<file path="config.mk">
export PLATFORM = sky130hd
export DESIGN_NAME = level_sequencer_flat
export DESIGN_NICKNAME = d
export VERILOG_FILES = /design/src/rtl/level_sequencer_pkg.sv /design/src/rtl/level_sequencer_if.sv /design/src/rtl/level_sequencer_frame_timer.sv /design/src/rtl/level_sequencer.sv /design/src/flat_wrapper.sv
export SDC_FILE = /design/constraint.sdc
export NUM_CORES = 1
export LEC_CHECK = 0
export ABC_AREA = 0
export BUFFER_PORTS_ARGS = -buffer_cell sky130_fd_sc_hd__buf_2
export CORE_MARGIN = 10
export CORE_UTILIZATION = 55
export DETAILED_ROUTE_END_ITERATION = 12
export MAX_ROUTING_LAYER = met4
export PLACE_DENSITY = 0.78
export SETUP_SLACK_MARGIN = 0.1
export SLEW_MARGIN = 20
export SYNTH_ARGS = -nofsm -noshare
export SYNTH_HDL_FRONTEND = slang
export SYNTH_SLANG_ARGS = --single-unit
</file>
<file path="constraint.sdc">
create_clock -name clk -period 4.9 [get_ports clk]
set_input_delay 0.245 -clock clk [delete_from_list [all_inputs] [get_ports clk]]
set_output_delay 0.245 -clock clk [all_outputs]
set_load 0.005 [all_outputs]
</file>
<file path="src/rtl/level_sequencer_pkg.sv">
// Shared definitions for the game-flow sequencer and the screen-select mux.
// The screen codes double as the sequencer state encoding.
package level_sequencer_pkg;

  typedef enum logic [2:0] {
    SCR_ATTRACT = 3'd0,
    SCR_TITLE   = 3'd1,
    SCR_PLAY    = 3'd2,
    SCR_PASS    = 3'd3,
    SCR_FAIL    = 3'd4,
    SCR_WIN     = 3'd5
  } screen_e;

  localparam int DEF_NUM_LEVELS    = 3;
  localparam int DEF_MAX_LIVES     = 3;
  localparam int DEF_TITLE_FRAMES  = 120;
  localparam int DEF_RESULT_FRAMES = 90;
  localparam int DEF_PLAY_FRAMES   = 1800;
  localparam int TIME_W            = 12;

  // Narrowest counter that can reach the largest terminal count (at least 1 bit).
  function automatic int cnt_width(input int a, input int b, input int c);
    int m;
    m = (a > b) ? a : b;
    m = (m > c) ? m : c;
    return (m <= 2) ? 1 : $clog2(m);
  endfunction

endpackage

</file>
<file path="src/rtl/level_sequencer_if.sv">
// Control inputs and status outputs of the game-flow sequencer.
// The master side drives the pulses; the slave side is the sequencer.
interface level_sequencer_if;
  import level_sequencer_pkg::*;

  logic              frame_tick;
  logic              start_btn;
  logic              answer_valid;
  logic              answer_correct;
  logic [2:0]        screen_sel;
  logic [2:0]        level;
  logic [2:0]        lives;
  logic [TIME_W-1:0] time_left;
  logic              answer_en;
  logic              game_over;

  modport master (
    output frame_tick, start_btn, answer_valid, answer_correct,
    input  screen_sel, level, lives, time_left, answer_en, game_over
  );

  modport slave (
    input  frame_tick, start_btn, answer_valid, answer_correct,
    output screen_sel, level, lives, time_left, answer_en, game_over
  );

endinterface

</file>
<file path="src/rtl/level_sequencer_frame_timer.sv">
// Frame counter for the sequencer: counts ticks, clears on state change and
// reports both the terminal-count hit and the frames remaining before it.
module level_sequencer_frame_timer #(
  parameter int CNT_W = 3,
  parameter int LIM_W = 12
) (
  input  logic             clk,
  input  logic             rst_n,
  input  logic             tick,
  input  logic             clear,
  input  logic [LIM_W-1:0] limit,
  output logic             done,
  output logic [LIM_W-1:0] remaining
);

  logic [CNT_W-1:0] count;

  assign done      = (LIM_W'(count) == (limit - LIM_W'(1)));
  assign remaining = limit - LIM_W'(count);

  always_ff @(posedge clk or negedge rst_n) begin
    if (!rst_n) begin
      count <= '0;
    end else if (clear) begin
      count <= '0;
    end else if (tick) begin
      count <= count + 1'b1;
    end
  end

endmodule

</file>
<file path="src/rtl/level_sequencer.sv">
// Game-flow controller: picks the screen, tracks level, lives and play time.
// Every screen change lands on a frame_tick so a frame never shows two screens.
module level_sequencer
  import level_sequencer_pkg::*;
#(
  parameter int NUM_LEVELS    = DEF_NUM_LEVELS,
  parameter int MAX_LIVES     = DEF_MAX_LIVES,
  parameter int TITLE_FRAMES  = DEF_TITLE_FRAMES,
  parameter int RESULT_FRAMES = DEF_RESULT_FRAMES,
  parameter int PLAY_FRAMES   = DEF_PLAY_FRAMES
) (
  input  logic               clk,
  input  logic               rst_n,
  level_sequencer_if.slave   bus
);

  localparam int CNT_W = cnt_width(TITLE_FRAMES, RESULT_FRAMES, PLAY_FRAMES);
  localparam logic [2:0]        MAX_L      = 3'(MAX_LIVES);
  localparam logic [2:0]        LAST_LEVEL = 3'(NUM_LEVELS);
  localparam logic [TIME_W-1:0] TITLE_LIM  = TIME_W'(TITLE_FRAMES);
  localparam logic [TIME_W-1:0] RESULT_LIM = TIME_W'(RESULT_FRAMES);
  localparam logic [TIME_W-1:0] PLAY_LIM   = TIME_W'(PLAY_FRAMES);

  screen_e           state;
  screen_e           next_state;
  logic              start_pend;
  logic              ans_pend;
  logic              ans_ok;
  logic [2:0]        screen_sel_q;
  logic [2:0]        level_q;
  logic [2:0]        lives_q;
  logic [TIME_W-1:0] time_left_q;
  logic              answer_en_q;
  logic              game_over_q;

  logic              take_ans;
  logic              take_ok;
  logic              change;
  logic              run;
  logic              at_end;
  logic [TIME_W-1:0] limit;
  logic [TIME_W-1:0] remaining;

  // An answer arriving on the tick itself is consumed by that tick.
  assign take_ans = ans_pend | (bus.answer_valid & answer_en_q);
  assign take_ok  = ans_pend ? ans_ok : bus.answer_correct;
  assign change   = (next_state != state);
  assign run      = state inside {SCR_TITLE, SCR_PLAY, SCR_PASS, SCR_FAIL};

  always_comb begin
    limit = '0;
    case (state)
      SCR_TITLE:          limit = TITLE_LIM;
      SCR_PLAY:           limit = PLAY_LIM;
      SCR_PASS, SCR_FAIL: limit = RESULT_LIM;
      default:            limit = '0;
    endcase
  end

  level_sequencer_frame_timer #(
    .CNT_W (CNT_W),
    .LIM_W (TIME_W)
  ) u_timer (
    .clk       (clk),
    .rst_n     (rst_n),
    .tick      (bus.frame_tick & run),
    .clear     (change),
    .limit     (limit),
    .done      (at_end),
    .remaining (remaining)
  );

  always_comb begin
    next_state = state;
    if (bus.frame_tick) begin
      case (state)
        SCR_ATTRACT, SCR_WIN: if (start_pend) next_state = SCR_TITLE;
        SCR_TITLE:            if (at_end) next_state = SCR_PLAY;
        SCR_PLAY: begin
          if (take_ans)    next_state = take_ok ? SCR_PASS : SCR_FAIL;
          else if (at_end) next_state = SCR_FAIL;
        end
        SCR_PASS: if (at_end) next_state = (level_q == LAST_LEVEL) ? SCR_WIN : SCR_TITLE;
        SCR_FAIL: if (at_end) next_state = (lives_q == 3'd0) ? SCR_ATTRACT : SCR_TITLE;
        default:  next_state = SCR_ATTRACT;
      endcase
    end
  end

  always_ff @(posedge clk or negedge rst_n) begin
    if (!rst_n) begin
      state        <= SCR_ATTRACT;
      screen_sel_q <= SCR_ATTRACT;
      level_q      <= 3'd1;
      lives_q      <= MAX_L;
      time_left_q  <= '0;
      answer_en_q  <= 1'b0;
      game_over_q  <= 1'b0;
      start_pend   <= 1'b0;
      ans_pend     <= 1'b0;
      ans_ok       <= 1'b0;
    end else begin
      state        <= next_state;
      screen_sel_q <= next_state;
      game_over_q  <= 1'b0;
      if (change) begin
        start_pend  <= 1'b0;
        ans_pend    <= 1'b0;
        ans_ok      <= 1'b0;
        answer_en_q <= (next_state == SCR_PLAY);
        time_left_q <= (next_state == SCR_PLAY) ? PLAY_LIM : '0;
        case (next_state)
          SCR_TITLE: begin
            if (state == SCR_PASS) begin
              level_q <= level_q + 3'd1;
            end else if (state == SCR_ATTRACT || state == SCR_WIN) begin
              level_q <= 3'd1;
              lives_q <= MAX_L;
            end
          end
          SCR_FAIL: if (lives_q != 3'd0) lives_q <= lives_q - 3'd1;
          SCR_ATTRACT: begin
            game_over_q <= 1'b1;
            level_q     <= 3'd1;
          end
          default: ;
        endcase
      end else begin
        if (bus.start_btn && (state == SCR_ATTRACT || state == SCR_WIN))
          start_pend <= 1'b1;
        // First answer wins; answer_en drops so later ones are ignored.
        if (bus.answer_valid && answer_en_q) begin
          ans_pend    <= 1'b1;
          ans_ok      <= bus.answer_correct;
          answer_en_q <= 1'b0;
        end
        if (bus.frame_tick && state == SCR_PLAY)
          time_left_q <= remaining - TIME_W'(1);
      end
    end
  end

  assign bus.screen_sel = screen_sel_q;
  assign bus.level      = level_q;
  assign bus.lives      = lives_q;
  assign bus.time_left  = time_left_q;
  assign bus.answer_en  = answer_en_q;
  assign bus.game_over  = game_over_q;

endmodule

</file>
<file path="src/flat_wrapper.sv">
// flat-port wrapper written by rule: the top's interface ports become plain ports
module level_sequencer_flat import level_sequencer_pkg::*;
#(
  parameter int NUM_LEVELS    = DEF_NUM_LEVELS,
  parameter int MAX_LIVES     = DEF_MAX_LIVES,
  parameter int TITLE_FRAMES  = DEF_TITLE_FRAMES,
  parameter int RESULT_FRAMES = DEF_RESULT_FRAMES,
  parameter int PLAY_FRAMES   = DEF_PLAY_FRAMES
)
  (clk, rst_n, bus_frame_tick, bus_start_btn, bus_answer_valid, bus_answer_correct, bus_screen_sel, bus_level, bus_lives, bus_time_left, bus_answer_en, bus_game_over);
  level_sequencer_if bus_i ();
  input  logic clk;
  input  logic rst_n;
  input wire logic [$bits(bus_i.frame_tick)-1:0] bus_frame_tick;
  input wire logic [$bits(bus_i.start_btn)-1:0] bus_start_btn;
  input wire logic [$bits(bus_i.answer_valid)-1:0] bus_answer_valid;
  input wire logic [$bits(bus_i.answer_correct)-1:0] bus_answer_correct;
  output wire logic [$bits(bus_i.screen_sel)-1:0] bus_screen_sel;
  output wire logic [$bits(bus_i.level)-1:0] bus_level;
  output wire logic [$bits(bus_i.lives)-1:0] bus_lives;
  output wire logic [$bits(bus_i.time_left)-1:0] bus_time_left;
  output wire logic [$bits(bus_i.answer_en)-1:0] bus_answer_en;
  output wire logic [$bits(bus_i.game_over)-1:0] bus_game_over;
  assign bus_i.frame_tick = bus_frame_tick;
  assign bus_i.start_btn = bus_start_btn;
  assign bus_i.answer_valid = bus_answer_valid;
  assign bus_i.answer_correct = bus_answer_correct;
  assign bus_screen_sel = bus_i.screen_sel;
  assign bus_level = bus_i.level;
  assign bus_lives = bus_i.lives;
  assign bus_time_left = bus_i.time_left;
  assign bus_answer_en = bus_i.answer_en;
  assign bus_game_over = bus_i.game_over;
  level_sequencer #(.NUM_LEVELS(NUM_LEVELS), .MAX_LIVES(MAX_LIVES), .TITLE_FRAMES(TITLE_FRAMES), .RESULT_FRAMES(RESULT_FRAMES), .PLAY_FRAMES(PLAY_FRAMES)) u_core (.clk(clk), .rst_n(rst_n), .bus(bus_i));
endmodule
</file>
==> flow_summary.json <==
{
  "status": "completed",
  "dp.cells": 383,
  "fin_skew_ns": 0.00830,
  "port_buffers": 28,
  "power_leakage_nw": 1.30,
  "drtPass1Iterations": 4,
  "grt_pass1_vias": 2378,
  "synth-xor-area-share_pct": 7.69,
  "tritoncts": "built",
  "fmax_mhz": 263,
  "die_h_um": 90.5,
  "clk_transition_reported_paths_ns": 0.08,
  "slew_violations": 0,
  "core_area_um2": 4790,
  "netlist_instances": 306,
  "dp_slack_ns": 1.12,
  "syn_area_um2": 2730,
  "drt_iter0_markers": 284,
  "cap_violations": 0,
  "hp-class": "in -> async",
  "diodes": 0,
  "irDropWorstVdd_v": 0.000405,
  "synth_compound_area_share_pct": 21.3,
  "yosysUniqueCellTypes": 63,
  "setup_violations": 0,
  "grt_setup_unrepaired": "false",
  "initial_core_util_pct": 57.1,
  "cp-start-kind": "flop",
  "finalNonFillerCells": 391,
  "synth-edff-count": 0,
  "async_flop_share_pct": 100,
  "gp_congestion": 0.934,
  "cts-root-buf": "clkbuf_8",
  "relSlewSlack_pct": 44.4,
  "vias": 2344,
  "synth_seq_area_share_pct": 34.0,
  "io_pins": 29,
  "ctsResizeCount": 0,
  "dp_hpwl_um": 4660,
  "fin_nets": 341,
  "power_mw": 1.69,
  "fin_ws_ns": 1.09,
  "postCtsHoldBufs": 0,
  "wl_per_cell_um": 16.3,
  "post_drt_via_cell_ratio": 5.99,
  "final_area_um2": 3000,
  "cts_sinks": 37,
  "clock_latency_ns": 0.30,
  "antenna_found_initial": 0,
  "post_cts_buffers": 0,
  "period_needed_ns": 3.81,
  "share_comb_of_total_power_pct": 52.3,
  "syn_area_per_cell_um2": 8.93,
  "yosys.area_share.simple_pct": 22.1,
  "yosysTopAreaCellShare_pct": 31.1,
  "synth_top_cell_by_area": "dfrtp_1",
  "tightest_slew_ns": 0.833,
  "grt_first_pass_wirelength_um": 11100,
  "drc": 0,
  "placed_area_um2": 2860,
  "swShare_pct": 42.2,
  "wl_um": 6360,
  "synthToLayoutAreaGrowth_pct": 9.61,
  "power_frac_seq_pct": 29.2,
  "synth_flop_cell": "dfrtp_1",
  "p_int_mw": 0.976,
  "switchingPower_mw": 0.712,
  "required_ns": 5.13,
  "die-area_um2": 8190,
  "clkPwrFrac_pct": 18.6,
  "cts_buffers": 5,
  "final_antenna_net_count": 0,
  "criticalPathCategory": "reg -> reg",
  "drive_gt1_share_pct": 16.0,
  "worst_r2r_startpoint": "u_core.state[0]$_DFF_PN0_",
  "synth_fa_ha_area_share_pct": 6.22,
  "crit_fanout": 18,
  "netlist_top_cells_area": "dfrtp_1, xnor2_1, ha_1, nor2_1, a21oi_1",
  "synth_top_family_by_area": "simple AND/OR/NAND/NOR gates",
  "setup_tns_ns": 0,
  "grt_usage_pct": 16.5,
  "grt_max_degree": 38,
  "htreeDepth": 2,
  "yosys-mux-area-fraction_pct": 2.38,
  "synth-seq-cells": 37,
  "arrival_ns": 4.04,
  "grt-ovfl-total": 0,
  "syn_nets": 324,
  "timing.final.crit_share_pct": 77.7,
  "crit_path_start": "u_core.state[0]$_DFF_PN0_",
  "cellPowerDensity_nw_per_um2": 563,
  "die_w_um": 90.5,
  "num_rows": 25,
  "yosys_warnings": 0,
  "cts_max_path_buffers": 2,
  "cp-end-kind": "flop",
  "finalHoldViolCount": 0
}
==> power by group through the flow <==
stage	sequential, mW	combinational, mW	clock, mW
2_1_floorplan	0.433	0.754	0
3_3_place_gp	0.489	0.858	0
3_5_place_dp	0.493	0.869	0
4_1_cts	0.488	0.878	0.320
5_1_grt	0.505	0.978	0.332
6_report	0.492	0.882	0.314
==> state kept, by name, summed over array words and instances, names as in the netlist <==
name	flops
u_core.bus.time_left	12
u_core.u_timer.count	11
u_core.bus.level	3
u_core.bus.lives	3
u_core.state	3
u_core.ans_ok	1
u_core.ans_pend	1
u_core.bus.answer_en	1
u_core.bus.game_over	1
u_core.start_pend	1
==> final timing paths <==
check,endpoint,slack [ns],cells past startpoint
setup / recovery,u_core.bus.lives[1]$_DFFE_PN1P_,1.09,11
hold / removal,u_core.state[2]$_DFF_PN0_,0.05,1
setup reg to reg,u_core.bus.lives[1]$_DFFE_PN1P_,1.09,11
hold reg to reg,u_core.bus.time_left[3]$_DFFE_PN0P_,0.52,1
max in group asynchronous,u_core.state[0]$_DFF_PN0_,4.33,1
min in group clk,u_core.start_pend$_DFFE_PN0P_,0.20,3
==> per-stage QoR <==
step	hold WS, ns	utilization, %
floorplan	-0.0506	-
global placement	0.384	59.8
detailed placement	0.394	59.8
CTS	0.0707	62.6
global route	0.101	62.6
finish	0.0474	62.6
==> synthesized netlist by cell type, types with 4 or more instances <==
master    instances
o21ai_0           7
a211oi_1          7
mux2_1            4
clkbuf_1         10
ha_1             12
nand3_1           7
nor2_1           34
nor2b_1           4
xnor2_1          21
inv_1            19
a21oi_1          19
o211ai_1          4
dfrtp_1          34
nand2_1          25
a211o_1           5
and4_1            4
nand2b_1          7
nor3_1            4
o21bai_1          4
buf_2             4
==> layout by cell type (no fill, tap or decap), drive strengths merged, types with 4 or more instances in the layout <==
cell / instances
o211ai: 4
buf: 29
nand3: 7
ha: 12
a21oi: 19
mux2: 4
a211o: 5
clkbuf: 5
a211oi: 8
inv: 19
dfrtp: 34
o21bai: 4
xnor2: 21
nor2: 35
nand2: 25
and4: 4
nor3b: 4
nor3: 4
nor2b: 4
o21ai: 8
nand2b: 7
==> cell type report <==
class,count,area (um2)
Fill cell,389,1790
Timing Repair Buffer,29,148
Clock buffer,5,68.8
Multi-Input combinational cell,231,1630
Clock inverter,3,65.1
Inverter,19,71.3
Tap cell,67,83.8
Sequential cell,37,930
==> worst max-delay path, stage by stage (launching register included) <==
cell and delay [ns]:
dfrtp_1 0.73, nor2b_1 0.57, nand2_1 0.18, nand2_1 0.11
ha_1 0.25, nor2b_1 0.15, o221ai_2 0.18, o31a_1 0.30
o32a_4 0.40, a2111oi_4 0.36, o21a_2 0.19, mux2_1 0.31
==> cell families after synthesis <==
group	count (synthesis)
AND/OR/NAND/NOR	111
AO/OA/AOI/OAI	76
buffers and inverters	38
flip-flops	37
XOR/XNOR	24
adder cells (fa/ha/maj)	14
multiplexers	6
==> layer usage <==
layer	GRT usage, %	vias up	part of all wire (%)
li1	-	1121	-
met1	21.0	1124	47
met2	24.8	84	45
met3	3.49	15	6.0
met4	6.90	0	2.2
met5	-	-	0
Power figures use the tool's default switching activity.
